## config.mk

```make
export PLATFORM = sky130hd
export DESIGN_NAME = mem_arbiter
export DESIGN_NICKNAME = d
export VERILOG_FILES = /design/src/rtl/mem_arbiter.sv
export SDC_FILE = /design/constraint.sdc
export NUM_CORES = 1
export LEC_CHECK = 0
export ABC_CLOCK_PERIOD_IN_PS = 1990
export BUFFER_PORTS_ARGS = -buffer_cell sky130_fd_sc_hd__clkbuf_2
export CAP_MARGIN = 15
export CELL_PAD_IN_SITES_DETAIL_PLACEMENT = 0
export CELL_PAD_IN_SITES_GLOBAL_PLACEMENT = 1
export CORE_MARGIN = 2
export CORE_UTILIZATION = 18
export DETAILED_ROUTE_END_ITERATION = 12
export MAX_ROUTING_LAYER = met4
export PLACE_DENSITY = 0.75
export SLEW_MARGIN = 30
export SYNTH_ARGS = -nofsm -noshare
export SYNTH_HDL_FRONTEND = slang
export SYNTH_SLANG_ARGS = --single-unit
```

## constraint.sdc

```tcl
create_clock -name CLK -period 1.99 [get_ports CLK]
set_input_delay 0.0995 -clock CLK [delete_from_list [all_inputs] [get_ports CLK]]
set_output_delay 0.0995 -clock CLK [all_outputs]
set_load 0.02 [all_outputs]
```

## src/rtl/mem_arbiter.sv

```systemverilog
// Single-port RAM arbiter between instruction fetch (I) and data access (D).
// D has priority, I is forced through after DSTREAK_MAX back-to-back D grants.
module mem_arbiter #(
  parameter int unsigned DSTREAK_MAX = 4,
  parameter int unsigned TIMEOUT     = 64
) (
  input  logic        CLK,
  input  logic        nRST,
  input  logic        iREN,
  input  logic [31:0] iaddr,
  output logic        iwait,
  output logic [31:0] iload,
  input  logic        dREN,
  input  logic        dWEN,
  input  logic [31:0] daddr,
  input  logic [31:0] dstore,
  output logic        dwait,
  output logic [31:0] dload,
  output logic        ramREN,
  output logic        ramWEN,
  output logic [31:0] ramaddr,
  output logic [31:0] ramstore,
  input  logic [31:0] ramload,
  input  logic [1:0]  ramstate,
  output logic        err
);

  typedef enum logic [1:0] {IDLE, GNT_I, GNT_D} state_t;
  typedef enum logic [1:0] {RAM_FREE, RAM_BUSY, RAM_ACCESS, RAM_ERROR} ram_state_t;

  localparam logic [3:0] STREAK_MAX = 4'(DSTREAK_MAX);
  localparam logic [7:0] TIMER_LAST = 8'(TIMEOUT - 1);

  state_t     state, next_state;
  logic [3:0] dstreak, dstreak_next;
  logic [7:0] timer, timer_next;
  logic       err_next;
  logic       d_req;
  logic       access;

  always_comb begin
    d_req  = dREN | dWEN;
    access = (ramstate == RAM_ACCESS);
  end

  always_ff @(posedge CLK or negedge nRST) begin
    if (!nRST) begin
      state   <= IDLE;
      dstreak <= '0;
      timer   <= '0;
      err     <= 1'b0;
    end else begin
      state   <= next_state;
      dstreak <= dstreak_next;
      timer   <= timer_next;
      err     <= err_next;
    end
  end

  always_comb begin
    next_state   = state;
    dstreak_next = dstreak;
    timer_next   = timer;
    err_next     = 1'b0;
    iwait        = 1'b1;
    iload        = '0;
    dwait        = 1'b1;
    dload        = '0;
    ramREN       = 1'b0;
    ramWEN       = 1'b0;
    ramaddr      = '0;
    ramstore     = '0;

    case (state)
      IDLE: begin
        timer_next = '0;
        if (d_req && iREN && dstreak == STREAK_MAX) begin
          next_state   = GNT_I;
          dstreak_next = '0;
        end else if (d_req) begin
          next_state   = GNT_D;
          dstreak_next = !iREN ? '0 :
                         (dstreak == STREAK_MAX) ? dstreak : dstreak + 4'd1;
        end else if (iREN) begin
          next_state   = GNT_I;
          dstreak_next = '0;
        end
      end

      GNT_I: begin
        // A dropped request aborts silently: no strobes, no response, no err.
        if (!iREN) begin
          next_state = IDLE;
        end else begin
          ramREN  = 1'b1;
          ramaddr = iaddr;
          if (access) begin
            iwait      = 1'b0;
            iload      = ramload;
            next_state = IDLE;
          end else if (timer == TIMER_LAST) begin
            next_state = IDLE;
            err_next   = 1'b1;
          end else begin
            timer_next = timer + 8'd1;
          end
        end
      end

      GNT_D: begin
        if (!d_req) begin
          next_state = IDLE;
        end else begin
          ramWEN   = dWEN;
          ramREN   = !dWEN;
          ramaddr  = daddr;
          ramstore = dstore;
          if (access) begin
            dwait      = 1'b0;
            dload      = dWEN ? '0 : ramload;
            next_state = IDLE;
          end else if (timer == TIMER_LAST) begin
            next_state = IDLE;
            err_next   = 1'b1;
          end else begin
            timer_next = timer + 8'd1;
          end
        end
      end

      default: next_state = IDLE;
    endcase
  end

endmodule

```

==> run metrics, run 1 <==
Power Density=901 nW/um2; final setup vio count=0; fin nets=701; Finished Cell Area=4110 um2; drc violations=0; CTS max path bufs=2; final max-slew violation count=0; critical path cell sequence=inv_2 -> ha_4 -> nor3b_1 -> or3_4 -> or4_1 -> a21boi_1; GP Congestion=0.782; layout cells sized above 1=55.6%; GR peak layer=met2; Avg WL per Cell=15.3 um; status=complete, no violations; Synth area leader=and2_1; cells after synthesis=294; Die H=114 um; Starting Density=18.3%; M1 GR Usage=18.6%; Syn. warnings=0; RSZ-0062 raised after global routing=true; most numerous cell in the Yosys netlist=and2_1; register area share after synthesis=17.3%; post-DP HPWL=8.25 mm; peak supply drop=0.334 mV; Final Hold Viols=0; gr usage total=15.0%; Max FO, Critical Path=7; Slowest Stage Delay on Critical Path=0.51 ns; CTS tree=done; Area contributors post-synth=and2_1 20%, dfrtp_1 17%, a22oi_1 11%; Req. time, crit path=2.17 ns; Core Rows=40; fin crit share=97.9%; Hold/Removal Path Class=in2reg; Setup crit end kind=flop; Worst Max-Slew Pin Slew=0.742 ns; vias in the first global route=3083; async set or reset register ratio after synthesis=100%; area grow syn2layout=89.9%; Mean Syn Cell Area=7.37 um2; syn nets=436; first-pass GRT wire length=15.2 mm; Global Route met2 Usage=27.7%; Setup crit start kind=flop; initial antenna violation count=0; vias after detailed routing=3279; post-synthesis cell type count=40; I/O pin count=268; CP Class=reg2reg; #FFs+latches synth=15; die width=114 um; n_diodes=0; clk_lat worst skew=0.25 ns; Netlist Area Pre-Place=2170 um2; largest net degree at the start of global routing=36; CTS Sinks=15; die area=12900 um2; Arrival @ worst endpoint=2.12 ns; worst reg2reg path depth=6; min cycle time layout=1.95 ns; hold path depth=4; top_reg_cell synth=dfrtp_1; GR Util met3=1.22%; Avg Vias per Cell=4.65; gr ovfl total=0; clk slew on worst S/H paths=0.06 ns; antenna-violating nets left=0; number of synthesized flops with an enable pin=0; Leak Pwr=2.30 nW; Max Clk Rate=513 MHz; slowest stage cell on the critical path=or4_1; Core Area=11900 um2; MaxCap Viol Count=0; PortBufs=267; final wirelength=10.8 mm; TritonCTS Buffers=3; router iterations before antenna repair=4; Post-DP Area=3710 um2; total negative slack=0 ns; clk_skew=0.00956 ns; top cells by instance count after synthesis=68 x and2_1, 35 x nor2b_1, 34 x and3_1; CTS root buf=clkbuf_16; worst rel slew slack=50.1%; initial drt markers=140; Max H-tree Level=1; Yosys top cell area share=19.6%
==> path summary, 6_finish.rpt <==
check	startpoint	end	slack, ns
min	ramstate[1]	err$_DFF_PN0_	0.26
min reg2reg	dstreak[3]$_DFFE_PN0P_	dstreak[3]$_DFFE_PN0P_	0.55
min in group asynchronous	nRST	state[0]$_DFFE_PN0P_	0.31
max in group asynchronous	nRST	state[1]$_DFFE_PN0P_	1.37
max	state[0]$_DFFE_PN0P_	timer[5]$_DFFE_PN0P_	0.04
max reg2reg	state[0]$_DFFE_PN0P_	timer[5]$_DFFE_PN0P_	0.04
==> kinds of logic (layout without fill, tap and decap cells) <==
group,after synthesis,after routing,synth area share [%]
multiplexers,1,1,0.520
AND/OR/NAND/NOR,172,172,49.7
adder cells (fa/ha/maj),7,7,4.04
flip-flops,15,15,17.3
buffers and inverters,34,298,6.24
AO/OA/AOI/OAI,65,65,22.1
==> cell usage in the layout, fill, tap and decap left out, drive strengths merged, types with 7 or more instances in the layout <==
cell type	Yosys	routed
inv	9	9
and3	34	34
a22oi	32	32
dfrtp	15	15
and2	68	68
clkbuf	23	217
ha	7	7
nor2b	35	35
o31ai	7	7
buf	2	70
==> worst max-delay path: cells and delay by family (launching register included) <==
family,cells,cell delay (ns)
flip-flops,1,0.40
buffers and inverters,1,0.08
AND/OR/NAND/NOR,3,1.08
adder cells (fa/ha/maj),1,0.16
AO/OA/AOI/OAI,1,0.15
==> flip-flops by register name (all words and copies together), names as in the netlist <==
signal,count
dstreak,4
state,2
timer,8
err,1
==> stage by stage <==
stage / util [%] / setup WS [ns] / std cells / hold slack [ns] / power (mW)
after floorplan: - / 0.0234 / 294 / -0.196 / 2.00
after global placement: 31.3 / 0.0746 / 694 / 0.0420 / 2.81
after detailed placement: 31.3 / 0.0216 / 694 / 0.0475 / 2.83
after CTS: 32.7 / 0.00847 / 702 / 0.237 / 3.43
after global routing: 34.7 / -0.0343 / 705 / 0.265 / 3.97
final: 34.7 / 0.0423 / 705 / 0.256 / 3.71
==> area by class of cell <==
class / instances / area, um2
multi-input cells: 245 / 1740
repair buffers: 285 / 1700
inverters: 9 / 33.8
clock buffers: 3 / 75.1
flip-flops and latches: 15 / 377
well taps: 147 / 184
clock inverters: 1 / 5.00
fillers: 1264 / 7750
==> repair_timing <==
action,4_1_cts,5_1_grt
hold buffers,1,0
cloned,2,2
pin swaps,0,4
gates resized for setup,8,108
hold endpoints to repair,15,0
setup buffers,1,1
setup endpoints to repair,36,99
==> report_power, final <==
part	switching, mW	internal (mW)
sequential	0.0636	0.365
clock	0.131	0.268
combinational	1.53	1.35
==> metal layers <==
metal	vias to the layer above	share of wire [%]
li1	1572	-
met1	1517	42
met2	186	50
met5	-	0
met3	4	6.9
met4	0	0.78
No activity file was read; power rests on OpenSTA's default activity.
==> run 2: changes to the inputs <==
--- a/config.mk
+++ b/config.mk
@@ -10,7 +10,7 @@
 export CAP_MARGIN = 15
 export CELL_PAD_IN_SITES_DETAIL_PLACEMENT = 0
 export CELL_PAD_IN_SITES_GLOBAL_PLACEMENT = 1
-export CORE_MARGIN = 2
+export CORE_MARGIN = 10
 export CORE_UTILIZATION = 18
 export DETAILED_ROUTE_END_ITERATION = 12
 export MAX_ROUTING_LAYER = met4
==> run 2 against run 1 <==
Effect of this change:
- die area grew 30%
- clock-buffer cell count unchanged
- non-clock buffer count increased by 3
- first-iteration DRC count shrank 1.4%
- clock skew down 0.0066 ns
- critical path depth grew 2
- combinational power down 2%
- utilization fell by 0.74 points
- critical path type is now reg2out
- largest cell class unchanged
- largest power group unchanged
==> run metrics, run 2 (synthesis gave the netlist of run 1 again) <==
Max FO, Critical Path=21; CTS root buf=clkbuf_16; Starting Density=18.2%; vias in the first global route=3538; Hold/Removal Path Class=in2reg; fin nets=704; biggest registers after layout=timer: 8 flops, dstreak: 4 flops, state: 2 flops; commonest non-fill, non-tap cell in the layout=clkbuf_2; hold path depth=4; PortBufs=267; peak supply drop=0.280 mV; Most flops, register=timer; Crit path buffers/inverters=4; gr ovfl total=0; RSZ-0062 raised after global routing=true; Setup crit end kind=output port; worst rel slew slack=46.1%; Worst path depth=8; Final Hold Viols=0; final wirelength=12.7 mm; FILL cells=1270; Final WS setup=0.0455 ns; CP Class=reg2out; antenna-violating nets left=0; area grow syn2layout=86.6%; Die H=130 um; post-DP HPWL=10.4 mm; gr usage total=13.7%; Setup crit start kind=flop; Worst Max-Slew Pin Slew=0.801 ns; fin crit share=97.7%; MaxCap Viol Count=0; crit-path most repeated cell=buf_4; Power Density=897 nW/um2; worst reg2reg path depth=6; footprint of the multi-input gates=1740 um2; Avg WL per Cell=18.0 um; Leak Pwr=2.29 nW; final max-slew violation count=0; router iterations before antenna repair=4; n_diodes=0; Max Clk Rate=514 MHz; status=complete, no violations; Max H-tree Level=1; CTS Sinks=15; GP Congestion=0.850; Avg Vias per Cell=4.68; max reg flops=8; Post-DP Area=3730 um2; slowest stage cell on the critical path=dfrtp_1; Finished Cell Area=4040 um2; commonest cells after routing, fill and taps aside=241 x clkbuf_2, 67 x and2_1, 34 x and3_1, 33 x nor2b_1, 32 x a22oi_1; CTS max path bufs=2; final setup vio count=0; Core Rows=40; layout cells sized above 1=55.1%; clk_skew=0.00297 ns; drc violations=0; total power=3.62 mW; Arrival @ worst endpoint=1.85 ns; die area=16800 um2; pre-CTS setup slack=-0.00945 ns; top cell family by delay on the critical path=buffers and inverters; min cycle time layout=1.94 ns; Seq. cell area=375 um2; vias after detailed routing=3313; total negative slack=0 ns; Final Instance Count excl. Fillers=708; clk slew on worst S/H paths=0.05 ns; I/O pin count=268; Inst Count DP=696; Core Area=11900 um2; die width=130 um; clk_lat worst skew=0.25 ns; TritonCTS Buffers=3; first-pass GRT wire length=18.2 mm; Slowest Stage Delay on Critical Path=0.40 ns; initial antenna violation count=0; Req. time, crit path=1.89 ns; critical path cell sequence=inv_2 -> ha_2 -> buf_4 -> o21a_4 -> buf_12 -> a22oi_1 -> nor2b_1 -> buf_4; initial drt markers=138; largest net degree at the start of global routing=47; CTS tree=done
==> run 2: cell count changes in the layout (fill, tap and decap cells not counted), moves of 2 or more <==
cell	change
clkbuf_2	+30
buf_4	-27
a22oi_1	+11
buf_2	+2
a22oi_2	-11
buf_16	-2
==> run 2: where the power goes <==
group,leakage (nW),switching (mW),internal [mW]
logic,2.05,1.53,1.27
clock network,0.0409,0.126,0.269
registers,0.204,0.0590,0.364
==> run 2: metrics by stage <==
stage / util, % / hold slack [ns]
floorplan: - / -0.196
global placement: 31.3 / 0.0323
detailed placement: 31.3 / 0.0421
CTS: 32.7 / 0.216
global route: 33.9 / 0.282
finish: 33.9 / 0.228
==> run 2: layout make-up <==
cell class,instances,share of cell area [%]
timing repair buffer,288,40.3
multi-input combinational,245,43.0
inverter,9,0.836
tap,147,4.55
sequential,15,9.29
clock buffer,3,1.86
clock inverter,1,0.124
==> run 2: path summary, 6_finish.rpt <==
check	endpoint	start	slack, ns
worst max-delay path	ramaddr[25]	state[0]$_DFFE_PN0P_	0.05
worst min-delay path	err$_DFF_PN0_	ramstate[1]	0.23
worst max register to register	timer[5]$_DFFE_PN0P_	state[0]$_DFFE_PN0P_	0.05
worst min register to register	dstreak[3]$_DFFE_PN0P_	dstreak[3]$_DFFE_PN0P_	0.52
max in group asynchronous	state[1]$_DFFE_PN0P_	nRST	1.42
min in group asynchronous	timer[6]$_DFFE_PN0P_	nRST	0.30
==> run 2: layer usage <==
metal	wire (um)	vias to the layer above	GRT usage (%)
li1	-	1576	-
met4	148	0	1.85
met5	0	-	-
met2	6160	199	23.3
met3	1400	18	4.83
met1	5030	1520	15.5
==> run 2: worst register-to-register path, stage by stage, from the launching register on <==
cell and delay (ns):
dfrtp_1 0.40, buf_4 0.16, ha_4 0.16, nor2b_2 0.16
or3_4 0.42, or4_4 0.43, a21boi_2 0.15
==> run 2: what timing repair did <==
action / in CTS / in global routing
resized for setup: 9 / 47
pin swaps: 1 / 8
hold buffers: 1 / 0
setup buffers: 1 / 3
gates cloned: 1 / 2
hold endpoints to repair: 15 / 0
endpoints found under the setup margin: 14 / 78
==> run 3: changes to the inputs <==
--- a/config.mk
+++ b/config.mk
@@ -12,6 +12,7 @@
 export CELL_PAD_IN_SITES_GLOBAL_PLACEMENT = 1
 export CORE_MARGIN = 10
 export CORE_UTILIZATION = 18
+export CTS_BUF_LIST = sky130_fd_sc_hd__clkbuf_2
 export DETAILED_ROUTE_END_ITERATION = 12
 export MAX_ROUTING_LAYER = met4
 export PLACE_DENSITY = 0.75
==> run 3 against run 2 <==
Effect of this change:
- the run now ends with negative setup slack left
- critical path type is now reg2reg
- register-to-register slack lost 0.05 ns
- via count grew 3.9%
- non-clock buffer count up 15
- largest power group unchanged
- clock-buffer cell count is the same
- cell count up 2.3%
- critical endpoint is now timer[5]$_DFFE_PN0P_
- clock power shrank 61%
==> run metrics, run 3 (synthesis gave the netlist of run 1 again) <==
status=finished with violations; failing checks=negative setup slack; Leak Pwr=2.53 nW; HP Start=ramstate[1]; Arrival @ worst endpoint=2.24 ns; worst reg2reg path depth=6; r2r setup slk=-0.006 ns; commonest cells after routing, fill and taps aside=154 x clkbuf_2, 70 x buf_6, 62 x buf_4, 45 x and2_1, 33 x nor2b_1; drc violations=0; Worst Max-Slew Pin Slew=0.812 ns; fin crit share=100%; Inst Count DP=696; fin nets=720; Power Density=868 nW/um2; Max FO, Critical Path=5; Max H-tree Level=1; vias in the first global route=3558; GP Congestion=0.850; peak supply drop=0.247 mV; final max-slew violation count=0; Max Clk Rate=501 MHz; Sw Ratio=46.1%; PortBufs=267; Core Area=11900 um2; worst rel slew slack=45.4%; initial antenna violation count=0; Setup crit start kind=flop; Final WS setup=-0.00577 ns; sequential power share=10.0%; clk_skew=0.0241 ns; commonest non-fill, non-tap cell in the layout=clkbuf_2; reg2reg end=timer[5]$_DFFE_PN0P_; Most flops, register=timer; RSZ-0062 raised after global routing=true; hold path depth=4; CP Class=reg2reg; Req. time, crit path=2.24 ns; vias after detailed routing=3441; Reg-to-Reg Start=state[0]$_DFFE_PN0P_; final wirelength=14.8 mm; TritonCTS Buffers=3; area grow syn2layout=130%; initial drt markers=102; Die H=130 um; FILL cells=1180; Power Internal=2.33 mW; combinational fraction of design power=86.4%; clk_lat worst skew=0.31 ns; min cycle time layout=2.00 ns; CTS max path bufs=2; gr usage total=13.8%; Core Rows=40; CTS root buf=clkbuf_2; clk slew on worst S/H paths=0.18 ns; antenna-violating nets left=0; Setup crit end kind=flop; die area=16800 um2; fin util=41.8%; router iterations before antenna repair=4; gr ovfl total=0; post-DP HPWL=10.4 mm; first-pass GRT wire length=18.4 mm; I/O pin count=268; max reg flops=8; layout cells sized above 1=66.7%; Final Hold Viols=0; biggest registers after layout=timer: 8 flops, dstreak: 4 flops, state: 2 flops; Final Instance Count excl. Fillers=724; Crit. Startpoint=state[0]$_DFFE_PN0P_; final setup vio count=1; Switch Pwr=1.99 mW; MaxCap Viol Count=0; Starting Density=18.2%; Hold/Removal Path Class=in2reg; n_diodes=0; die width=130 um; Fin Hold WS=0.139 ns; Avg WL per Cell=20.5 um; CTS Sinks=15; clock power share=3.6%; CTS tree=done; Avg Vias per Cell=4.75; largest net degree at the start of global routing=47; WHS Endpoint=err$_DFF_PN0_
run 3: cell types whose count changed in the layout (fill, tap and decap cells not counted), moves of 12 or more:
cell,previous run,this run
buf_6,1,70
and3_1,34,22
buf_2,21,4
clkbuf_2,241,154
a22oi_1,32,5
buf_4,16,62
and3_4,0,12
a22oi_2,0,27
and2_4,1,23
and2_1,67,45
run 3: worst max-delay path, cell delays in order (launching register included):
cell and delay (ns):
dfrtp_1 0.44, buf_6 0.14, ha_2 0.19, nor2b_2 0.16, or3_4 0.36, or4_4 0.52
a21boi_1 0.15
run 3: cell type report:
class                           instances  area (um2)  share of cell area [%]
Tap cell                              147         184                    3.70
Multi-Input combinational cell        246        1980                    39.7
Clock buffer                            3        15.0                   0.302
Timing Repair Buffer                  303        2380                    47.9
Clock inverter                          1        5.00                   0.101
Sequential cell                        15         377                    7.57
Inverter                                9        33.8                   0.679
run 3: power groups by stage:
stage               clock network, mW  logic, mW  registers [mW]
floorplan                           0       1.59           0.411
global placement                    0       2.45           0.423
detailed placement                  0       2.49           0.428
CTS                             0.157       2.65           0.415
global route                    0.166       3.98           0.438
finish                          0.155       3.73           0.430
run 3: repair_timing:
action | CTS | global route
cloned | 1 | 13
resized for setup | 8 | 378
endpoints found under the hold margin | 15 | 0
buffers inserted | 2 | 7
endpoints found under the setup margin | 77 | 128
hold buffers | 1 | 0
pin swaps | 0 | 30
run 3: worst max path at each step:
| stage | end |
|---|---|
| 2_1_floorplan | timer[5]$_DFFE_PN0P_ |
| 3_3_place_gp | timer[3]$_DFFE_PN0P_ |
| 3_5_place_dp | timer[5]$_DFFE_PN0P_ |
| 4_1_cts | ramaddr[13] |
| 5_1_grt | timer[6]$_DFFE_PN0P_ |
| 6_report | timer[5]$_DFFE_PN0P_ |
run 3: through the flow:
stage          setup TNS [ns]  area [um2]  power, mW  setup slack [ns]
2_1_floorplan               0        2170       2.00            0.0234
3_3_place_gp                0        3730       2.88            0.0370
3_5_place_dp          -0.0122        3730       2.91          -0.00945
4_1_cts                -0.124        3830       3.23           -0.0382
5_1_grt                 -3.60        4970       4.58           -0.0929
6_report             -0.00577        4970       4.32          -0.00577
run 3: routing by layer:
layer | track usage, % | vias up | share of wire (%)
li1 | - | 1613 | -
met1 | 15.4 | 1627 | 38
met2 | 23.6 | 189 | 51
met3 | 5.11 | 12 | 10
met4 | 2.05 | 0 | 1.3
met5 | - | - | 0
